**config.mk**
```make
export PLATFORM = sky130hd
export DESIGN_NAME = bcd_counter_scan_display
export DESIGN_NICKNAME = d
export VERILOG_FILES = /design/src/rtl/bcd_counter_scan_display.sv
export SDC_FILE = /design/constraint.sdc
export NUM_CORES = 1
export LEC_CHECK = 0
export CORE_MARGIN = 2
export CORE_UTILIZATION = 35
export DETAILED_ROUTE_END_ITERATION = 6
export PLACE_DENSITY = 0.61
export SLEW_MARGIN = 40
export SYNTH_ARGS = -nofsm -noshare
export SYNTH_HDL_FRONTEND = slang
export SYNTH_SLANG_ARGS = --single-unit
```
**constraint.sdc**
```tcl
create_clock -name clk -period 2.6 [get_ports clk]
set_clock_uncertainty 0.15 [all_clocks]
set_input_delay 0.39 -clock clk [delete_from_list [all_inputs] [get_ports clk]]
set_output_delay 0.39 -clock clk [all_outputs]
set_load 0.01 [all_outputs]
```
**src/rtl/bcd_counter_scan_display.sv**
```systemverilog
// N-digit BCD up/down counter with prescaled stepping, parallel load and a
// time-multiplexed, active-low 7-segment scan output with leading-zero blanking.
module bcd_counter_scan_display #(
  parameter int N_DIGITS = 4,
  parameter int TICK_DIV = 12_499_999,
  parameter int SCAN_DIV = 49_999
) (
  input  logic                  clk,
  input  logic                  rst,
  input  logic                  en,
  input  logic                  up_down,
  input  logic                  load,
  input  logic [4*N_DIGITS-1:0] load_val,
  input  logic                  blank_lz,
  output logic [4*N_DIGITS-1:0] bcd_out,
  output logic                  wrap,
  output logic [7:0]            segmentos,
  output logic [N_DIGITS-1:0]   sel_seg
);

  localparam int W  = 4 * N_DIGITS;
  localparam int PW = (TICK_DIV > 0) ? $clog2(TICK_DIV + 1) : 1;
  localparam int SW = (SCAN_DIV > 0) ? $clog2(SCAN_DIV + 1) : 1;
  localparam int IW = (N_DIGITS > 1) ? $clog2(N_DIGITS) : 1;

  logic [PW-1:0]       presc_reg;
  logic [SW-1:0]       scan_cnt_reg;
  logic [IW-1:0]       idx_reg;
  logic [W-1:0]        bcd_reg;
  logic                wrap_reg;
  logic [7:0]          seg_reg;
  logic [N_DIGITS-1:0] sel_reg;

  logic                tick;
  logic [N_DIGITS:0]   carry;
  logic [N_DIGITS:0]   borrow;
  logic [W-1:0]        inc_val;
  logic [W-1:0]        dec_val;
  logic [W-1:0]        sat_val;
  logic [N_DIGITS-1:0] zero_dig;
  logic [N_DIGITS-1:0] zero_from;

  assign tick      = en && (presc_reg == PW'(TICK_DIV));
  assign carry[0]  = 1'b1;
  assign borrow[0] = 1'b1;

  // Ripple carry/borrow per digit; zero_from[i] means digits i..top are all zero.
  generate
    for (genvar gi = 0; gi < N_DIGITS; gi++) begin : g_digit
      logic [3:0] dig;
      logic [3:0] lv;
      assign dig = bcd_reg[4*gi +: 4];
      assign lv  = load_val[4*gi +: 4];

      assign carry[gi+1]  = carry[gi] && (dig == 4'd9);
      assign borrow[gi+1] = borrow[gi] && (dig == 4'd0);

      assign inc_val[4*gi +: 4] = !carry[gi]  ? dig : ((dig == 4'd9) ? 4'd0 : dig + 4'd1);
      assign dec_val[4*gi +: 4] = !borrow[gi] ? dig : ((dig == 4'd0) ? 4'd9 : dig - 4'd1);
      assign sat_val[4*gi +: 4] = (lv > 4'd9) ? 4'd9 : lv;

      assign zero_dig[gi] = (dig == 4'd0);
      if (gi == N_DIGITS - 1) begin : g_top
        assign zero_from[gi] = zero_dig[gi];
      end else begin : g_low
        assign zero_from[gi] = zero_dig[gi] && zero_from[gi+1];
      end
    end
  endgenerate

  always_ff @(posedge clk) begin
    if (rst) begin
      bcd_reg   <= '0;
      presc_reg <= '0;
      wrap_reg  <= 1'b0;
    end else if (load) begin
      bcd_reg   <= sat_val;
      presc_reg <= '0;
      wrap_reg  <= 1'b0;
    end else if (tick) begin
      presc_reg <= '0;
      bcd_reg   <= up_down ? inc_val : dec_val;
      wrap_reg  <= up_down ? carry[N_DIGITS] : borrow[N_DIGITS];
    end else begin
      wrap_reg <= 1'b0;
      if (en) presc_reg <= presc_reg + PW'(1);
    end
  end

  always_ff @(posedge clk) begin
    if (rst) begin
      scan_cnt_reg <= '0;
      idx_reg      <= '0;
    end else if (scan_cnt_reg == SW'(SCAN_DIV)) begin
      scan_cnt_reg <= '0;
      idx_reg      <= (idx_reg == IW'(N_DIGITS - 1)) ? '0 : idx_reg + IW'(1);
    end else begin
      scan_cnt_reg <= scan_cnt_reg + SW'(1);
    end
  end

  logic [3:0]          cur_digit;
  logic                cur_blank;
  logic [7:0]          seg_code;
  logic [7:0]          seg_next;
  logic [N_DIGITS-1:0] sel_next;

  always_comb begin
    cur_digit = 4'd0;
    cur_blank = 1'b0;
    sel_next  = '1;
    for (int i = 0; i < N_DIGITS; i++) begin
      if (idx_reg == IW'(i)) begin
        cur_digit   = bcd_reg[4*i +: 4];
        cur_blank   = blank_lz && (i != 0) && zero_from[i];
        sel_next[i] = 1'b0;
      end
    end
  end

  always_comb begin
    seg_code = 8'hFF;
    case (cur_digit)
      4'd0: seg_code = 8'hC0;
      4'd1: seg_code = 8'hF9;
      4'd2: seg_code = 8'hA4;
      4'd3: seg_code = 8'hB0;
      4'd4: seg_code = 8'h99;
      4'd5: seg_code = 8'h92;
      4'd6: seg_code = 8'h82;
      4'd7: seg_code = 8'hF8;
      4'd8: seg_code = 8'h80;
      4'd9: seg_code = 8'h90;
      default: seg_code = 8'hFF;
    endcase
    seg_next = cur_blank ? 8'hFF : seg_code;
  end

  always_ff @(posedge clk) begin
    if (rst) begin
      seg_reg <= 8'hFF;
      sel_reg <= '1;
    end else begin
      seg_reg <= seg_next;
      sel_reg <= sel_next;
    end
  end

  assign bcd_out   = bcd_reg;
  assign wrap      = wrap_reg;
  assign segmentos = seg_reg;
  assign sel_seg   = sel_reg;

endmodule

```
[After elaboration in Yosys (flattened, before gate mapping)]
Memory sizes are Yosys's and may differ from the RTL's. A register that Yosys moved wholly into a read port is not among the register bits.
Cells that the tools add are included.
Storage, ports and cells
  register bits: 71
  bits in read-only memories: 112
  input bits: 22
  output and inout bits: 29
  logic and storage cells: 101
  memories kept: 1
Cells by class
  $add $sub $neg: 11
  $lt $le $gt $ge: 4
  equal/unequal tests: 12
  multiplexer cells: 34
  bitwise gates (word level): 1
  reduce and logical (&&, ||, !) cells: 28
Memories
  (no name shown): depth 16, width 7, read ports 1, clocked after memory_dff 1, write ports 0, line 123  | case (cur_digit)
Operators with widths (number)
  $mux 4: 22
  $mux 16: 3
  $add 24x1->24 const B: 1
  $eq 24x24->1 const B: 1
  $add 16x1->16 const B: 1
  $add 4x1->4 const B: 4
  $eq 16x16->1 const B: 1
  $eq 4x4->1 const B: 4
  $gt 4x4->1 const B: 4
  $logic_not 4->1: 4
  $sub 4x1->4 const B: 4
  $logic_and 1x1->1: 12
  $ne 3x1->1 const B: 3
  $reduce_and 3->1: 3
  $reduce_bool 3->1: 3
  $mux 1: 8
  $reduce_or 3->1: 2
  $eq 2x2->1 const B: 2
  $reduce_or 2->1: 2
  $add 2x1->2 const B: 1
  $eq 2x1->1 const B: 1
  $logic_not 2->1: 1
  $mux 2: 1
  $reduce_bool 2->1: 1
  $not 1->1: 1

[Longest topological paths before layout]
Gate-level depths: netlist (run 1).
  depth after elaboration: 8
  gate-level depth with buffers: 10
  gate-level depth less buffers: 9

[Worst setup path before layout (run 1)]
Ideal clock, no wire load.
  path kind: register to register
  from: register idx_reg[0]
  to: register seg_reg[3] (netlist: segmentos[3])
  library setup time: 0.142 ns
  data arrival time: 1.944 ns
  data required time: 2.308 ns
  setup slack: 0.364 ns
  cell stages (with the launch flop): 10
  path buffers: 1
  period minus slack after synthesis: 2.236 ns
  cells stage by stage: dfxtp_1 ha_1 clkbuf_1 a211oi_1 a211o_1 inv_1 ha_1 mux2_2 nor2_1 o21ai_0
Between the ends
  word-level cells in the longest chain between the ends: 5
  elaborated cells between the ends (all ways): 12
  those cells by class: eq/ne (3); mux (7); reduce/logical (2)
Ends and longest elaborated chain
  from (decl): line 28  | logic [IW-1:0] idx_reg;
  from (signal assigned): line 96  | idx_reg <= (idx_reg == IW'(N_DIGITS - 1)) ? '0 : idx_reg + IW'(1);
  $eq 2x1->1 / $logic_not 2->1 (equally long branches): line 113  | if (idx_reg == IW'(i)) begin
  $mux 1 / $mux 4 (equally long branches) (3 in a row): line 113
  $reduce_or 2->1 (no source line) / $mux 4 (equally long branches)
  to (decl): line 31  | logic [7:0] seg_reg;
Parallel ways exist; a longest one is shown, timed or not.
A chain may end at the register's enable or synchronous reset.

[Final worst setup path (run 1)]
  from: register idx_reg[1]
  to: register seg_reg[3] (netlist: segmentos[3])
Same word-level chain as after synthesis.

==> results of run 1 <==
[power breakdown]
part | leakage (nW) | switching [W] | total [W] | internal, W
clock network | 0.128 | 0.000421 | 0.00108 | 0.000657
registers | 0.570 | 0.0000453 | 0.00115 | 0.00111
logic | 1.20 | 0.000204 | 0.000411 | 0.000207
[Yosys cell counts (all sizes together), types with 11 or more instances]
master / instances
nor2: 75
dfxtp: 70
nand2: 45
o21ai: 30
xnor2: 29
clkbuf: 23
a21oi: 20
nor3: 20
xor2: 19
inv: 17
nand4: 16
nand3: 13
buf: 11
ha: 11
[final cells by class]
| class | instances | area share |
|---|---|---|
| timing repair buffer | 81 | 0.144 |
| multi-input combinational | 395 | 0.486 |
| tap | 143 | 0.0348 |
| sequential | 70 | 0.272 |
| inverter | 18 | 0.0131 |
| clock buffer | 12 | 0.0479 |
| clock inverter | 2 | 0.00195 |
[cell usage in the layout (no fill, tap or decap), drive strengths merged, types with 4 or more instances in the layout]
master and instances:
mux2i 8, nand2 45, nor2 75, nor2b 7, clkdlybuf4s50 49, buf 32, nand3 13, nor4 9
a21oi 20, clkbuf 12, nor3 20, o211ai 4, and3 6, nor3b 4, inv 17, nand3b 7
xnor2 29, xor2 19, ha 11, and4 7, a211oi 6, a31oi 7, nand4 16, dfxtp 70
o21ai 30
[kinds of logic after synthesis]
family,Yosys count
compound gates,100
xor+xnor,48
fa+ha+maj,11
buf+inv,52
flops,70
mux,11
other cells,1
simple gates,224
[critical path, stage by stage (launching register included)]
cell and delay [ns]:
sky130_fd_sc_hd__dfxtp_1 0.37, sky130_fd_sc_hd__inv_1 0.08, sky130_fd_sc_hd__ha_1 0.29, sky130_fd_sc_hd__nand3b_1 0.21, sky130_fd_sc_hd__a211o_1 0.39, sky130_fd_sc_hd__inv_1 0.11, sky130_fd_sc_hd__ha_1 0.24, sky130_fd_sc_hd__mux2_2 0.26
sky130_fd_sc_hd__nor2_1 0.08, sky130_fd_sc_hd__o21ai_0 0.08
[per-stage QoR]
| stage | hold WS (ns) | instances | utilization |
|---|---|---|---|
| after floorplan | 0.268 | 517 | - |
| after global routing | 0.328 | 721 | 0.451 |
| final | 0.301 | 721 | 0.451 |
| after CTS | 0.304 | 718 | 0.448 |
| after global placement | 0.282 | 704 | 0.426 |
| after detailed placement | 0.296 | 704 | 0.426 |
[per-layer routing]
layer	wire, um	track usage	share of wire	vias to the layer above
li1	-	-	-	1951
met1	4760	0.223	0.47	1793
met2	4780	0.271	0.47	87
met3	438	0.0351	0.043	11
met4	163	0.0569	0.016	0
met5	0	0	0	-
[path summary, 6_finish.rpt]
kind / start / to / slack [ns] / cells past startpoint
worst max register to register: idx_reg[1] / segmentos[3] / 0.19 / 9
worst min register to register: scan_cnt_reg[0] / scan_cnt_reg[0] / 0.30 / 1
worst max-delay path: idx_reg[1] / segmentos[3] / 0.19 / 9
worst min-delay path: scan_cnt_reg[0] / scan_cnt_reg[0] / 0.30 / 1
[what timing repair did]
| item | 4_1_cts | 5_1_grt |
|---|---|---|
| resized for setup | 0 | 1 |
| setup buffers | 0 | 3 |
| setup endpoints to repair | 0 | 3 |
| endpoints found under the hold margin | 0 | 0 |
==> implementation parameters, run 1 <==
Parameter                              Value

Global routing
  Overall track demand over capacity in global routing    0.167
  Gr ovfl total    0
  Number of global-route vias before repair    roughly 3600
  Maximum number of pins on one net before global-route repair    25
  First-pass GRT wire length    around 17000 um
  Antenna violations before repair    0

Clock tree
  Clock tree from TritonCTS    yes
  Worst-skew pair later-pin latency    0.33 ns
  Total number of clock tree sinks    70
  Number of buffers on the longest clock path    2
  Master cell of the clock root buffer    sky130_fd_sc_hd__clkbuf_16
  CTS Hold Bufs    0
  Clock buffer count from CTS    9
  CTS H-tree lvls    3
  Register clock-pin slew on the reported worst setup and hold paths    0.06 ns

Timing
  Achievable Freq    415 MHz
  Final count of hold timing violations    0
  Final max-slew violation count    0
  Worst-case setup margin in the final layout    roughly 0.19 ns
  Final period util    0.926
  Sum Neg Setup Slack    0 ns
  Final setup violation count    0
  Setup repair after global routing missed its margin    no
  Transition time of the tightest slew-check pin    0.547 ns
  Worst slew margin    0.635
  Shortest clock period the worst path allows after layout    2.41 ns

Final layout
  Count of inserted antenna diode cells    0
  Syn-to-layout area delta    25.3%
  Area occupied by multi-input gates    0.00250 sq mm
  Fraction of layout cells with a size suffix above 1    0.106
  Number of filler cells placed in the layout    around 1200
  Number of nets in the layout    608
  Register Area    0.00140 sq mm
  Post-route cell area    0.00515 sq mm
  Number of flip-flops in the largest register    24

Drt
  Remaining routing DRC violations    0
  WL final    approximately 10000 um
  First-pass DRT Iterations    6
  Post-DR vias/cell    5.33
  Starting DRT DRC Count    133
  Average wire per standard cell    14.1 um
  Number of vias in the routed layout    between 3000 and 4000
  Remaining number of nets flagged by the antenna check after routing    0

Synth
  Cells after Synth    517
  Share of flip-flops with an asynchronous set or reset after synthesis    0
  Fraction of synthesized cell area in xor and xnor cells    0.102
  Cell type contributing the most total cell area after synthesis    sky130_fd_sc_hd__dfxtp_1
  Area share of the leading cell type in the synthesized netlist    0.341
  Part of the Yosys area used for sequential elements    0.341
  Dominant combinational cell family by area after synthesis    simple AND/OR/NAND/NOR gates
  Average cell area after synthesis    just under 8 sq um
  Synthesized net count    550
  Top area cells in the synthesized netlist    sky130_fd_sc_hd__dfxtp_1 (34%), sky130_fd_sc_hd__nor2_1 (6.9%), sky130_fd_sc_hd__xnor2_1 (6.2%), sky130_fd_sc_hd__nand2_1 (4.1%), sky130_fd_sc_hd__xor2_1 (4.1%)
  Post-synthesis compound-gate area fraction    0.161
  Post-synth EDFFs    0
  Register bit total from synthesis    70
  Adder-Cell Fraction of Synth Area    0.0335
  Unique masters post-synth    64
  Number of warnings printed during yosys synthesis    0
  Combined area of all synthesized cells    0.00411 sq mm
  Share of cell area taken by muxes after synthesis    0.0277
  Main flop type after synthesis    sky130_fd_sc_hd__dfxtp_1
  Synthesized-area fraction occupied by and/or/nand/nor cells    0.282

Placement
  Count of buffers inserted at the top-level ports    49
  Final HPWL DP    between 7000 and 8000 um
  Worst slack after detailed placement    around 0.035 ns
  Routability congestion estimate    0.845
  Area after detailed placement    0.00486 sq mm

Power
  Power per cell area    514 mW/mm^2
  Worst supply voltage drop on vdd    0.364 mV
  Leakage dissipation    1.90 nW
  Power after layout    around 0.0026 W

Hold path
  HP Class    flip-flop to flip-flop

Floorplanning
  Chip height    112 um
  # rows    39
  X dimension of the die    112 um
  I/O pin cnt    51
  Die area    0.0126 sq mm
  Core ar.    between 0.01 and 0.015 sq mm
  Initial Utilization    0.360

Critical path
  Endpoint class of the critical path    flip-flop
  Startpoint kind of the worst setup timing path    flip-flop
  Worst path required time    about 2.6 ns
  Crit Path Category    flip-flop to flip-flop
  Maximum fanout count along the critical path    10
  Arrival time at the worst endpoint    2.43 ns

Flow run
  MaxCap Viol Count    0

Status
  Result of the run    finished clean
(Power assumes the default switching activity.)
==> inputs of run 2 (changes only) <==
--- a/config.mk
+++ b/config.mk
@@ -8,6 +8,7 @@
 export CORE_MARGIN = 2
 export CORE_UTILIZATION = 35
 export DETAILED_ROUTE_END_ITERATION = 6
+export HOLD_SLACK_MARGIN = 0.06
 export PLACE_DENSITY = 0.61
 export SLEW_MARGIN = 40
 export SYNTH_ARGS = -nofsm -noshare
==> results of run 2 <==
No change in the layout: final DEF, timing and power equal those of run 1.
==> patch, RTL diff (flow settings as in run 2) <==
The parameter `N_DIGITS` goes from 4 to 8.
--- a/src/rtl/bcd_counter_scan_display.sv
+++ b/src/rtl/bcd_counter_scan_display.sv
@@ -3,3 +3,3 @@
 module bcd_counter_scan_display #(
-  parameter int N_DIGITS = 4,
+  parameter int N_DIGITS = 8,
   parameter int TICK_DIV = 12_499_999,
Ports: changed (resized bcd_out, load_val and sel_seg); port bits go from 51 to 87. No check against the original RTL was run, so the function may have changed too.
==> patch against run 2 <==
Wire length rose by 67%; sequential cell count increased by 21; global-route usage up 2.2 points; area after synthesis up 46%; setup slack lost 0.074 ns; total power up 39%; sequential share of layout area is 4.1 points lower; synthesized cell count up 53%; cell area is 53% higher; die area rose by 44%; first-iteration DRC count rose to 2.8 times the old value; combinational power up 83%.
==> patch: results (changes against run 2) <==
* Pre-CTS WS at -0.152 ns (-0.187 ns)
* Number of cells after detailed placement at 1114 (+58%)
* H-tree levels at 3 (unchanged)
* Status: finished, final reports clean
* Peak VDD IR at 0.336 mV (-7.8%)
* Layout fillers at 1656 (+41%)
* WP data arrival at 2.60 ns (+0.17 ns)
* Routed wire length at 17000 um (+67%)
* Vias in the first global route at 5621 (+54%)
* Synth cell types at 78 (+22%)
* Cell Area, Placed at 7490 um2 (+54%)
* Later-pin clock latency in the skew report at 0.35 ns (+0.02 ns)
* Final count of pins violating max slew at 0 (unchanged)
* Endpoint, Worst Hold: scan_cnt_reg[0]$_SDFF_PP0_
* Layout Nets at 956 (+57%)
* GR Util All Layers at 0.190 (+0.0224)
* Slew Limit Headroom at 0.623 (-0.0120)
* Slowest CP cell: dfxtp_2
* Mapped Cells at 790 (+53%)
* Setup Buffers After CTS at 0 (unchanged)
* Number of flip-flops under the largest register name at 32 (+33%)
* # diodes at 0 (unchanged)
* Top cells by area, synth: dfxtp_1 (30%), nor2_1 (6.0%), nand2_1 (5.2%), xnor2_1 (4.7%), o21ai_0 (4.4%)
* Initial antenna violation count at 0 (unchanged)
* Largest delay share family, worst path: compound AO/OA/AOI/OAI gates
* Register area share after synthesis at 0.304 (-0.0373)
* Worst R2R Start: idx_reg[0]$_SDFFE_PP0P_
* Flop2flop setup slack at 0.12 ns (-0.07 ns)
* Register area at 1820 um2 (+30%)
* Min-Delay Path Class: register to register
* Port buffer count at 85 (+73%)
* Critical path launch point: idx_reg[0]$_SDFFE_PP0P_
* Crit path largest cell delay at 0.34 ns (-0.05 ns)
* Drt first-iter violations at 368 (+180%)
* Worst hold path depth at 1 (unchanged)
* Crit path max fanout at 4 (-6)
* Pint at 2.65 mW (+35%)
* First-pass GRT wire length at 27800 um (+61%)
* Largest net degree at the start of global routing at 61 (+140%)
* DRT Pass-1 Iters at 5 (-1)
* Post-DP HPWL at 12500 um (+66%)
* Reg2reg path depth at 11 (+2)
* CTS Buf Count at 9 (unchanged)
* Post-cts sizing count at 4 (+4)
* Crit Reg-Reg Endpoint: segmentos[4]$_SDFF_PP1_
* Layout cell share with drive strength beyond 1 at 0.155 (+0.0494)
* Synth Net Count at 841 (+53%)
* Drt via density at 5.34 (+0.13%)
* Final hold slack at 0.306 ns (+0.00557 ns)
* Worst-path clk slew at 0.06 ns (about the same)
* GPL Wtd Cong at 0.865 (+2.3%)
* WL/cell at 15.0 um (+6.8%)
* Post-synth top cells: nor2_1 (96), dfxtp_1 (91), nand2_1 (83)
* Leakage power at 2.89 nW (+52%)
## patch: cell types whose count changed after synthesis, sizes merged, moves of 13 or more
cell and change:
buf +15, nor2 +22, nand2 +38, a221oi +13, o21ai +27, nand3 +21, a21oi +14, dfxtp +21
## patch: cell families after synthesis
group | synth area share
buffers and inverters | 0.0655
AO/OA/AOI/OAI | 0.203
adder cells (fa/ha/maj) | 0.0271
XOR/XNOR | 0.0818
other | 0.000625
AND/OR/NAND/NOR | 0.298
multiplexers | 0.0202
flip-flops | 0.304
## patch: cell type report
cell class | instances | share of cell area
clock buffer | 9 | 0.0285
clock inverter | 7 | 0.0116
inverter | 31 | 0.0147
multi-input combinational | 607 | 0.491
sequential | 91 | 0.231
tap | 220 | 0.0348
timing repair buffer | 165 | 0.189
## patch: worst max path at each step
stage                               end  slack (ns)  depth (start not counted)
4_1_cts         segmentos[4]$_SDFF_PP1_        0.02                         11
2_1_floorplan   segmentos[4]$_SDFF_PP1_        0.02                         12
6_report        segmentos[4]$_SDFF_PP1_        0.12                         11
3_3_place_gp    segmentos[4]$_SDFF_PP1_       -0.14                         11
5_1_grt        bcd_out[27]$_SDFFE_PP0P_       0.009                          8
3_5_place_dp    segmentos[4]$_SDFF_PP1_       -0.15                         11
## patch: power groups by stage
stage	Combinational, mW	Sequential [mW]	Clock, mW
6_report	0.753	1.50	1.42
5_1_grt	0.826	1.51	1.52
4_1_cts	0.745	1.50	1.47
3_5_place_dp	0.739	1.53	0
3_3_place_gp	0.736	1.53	0
2_1_floorplan	0.411	1.54	0
## patch: routing by layer
layer  share of wire  vias to the layer above  GRT usage  wire (um)
li1                -                     3061          -          -
met1            0.45                     2794      0.237       7560
met2            0.48                      151      0.323       8080
met3           0.060                       23     0.0488       1030
met4           0.017                        0     0.0509        287
met5               0                        -          0          0
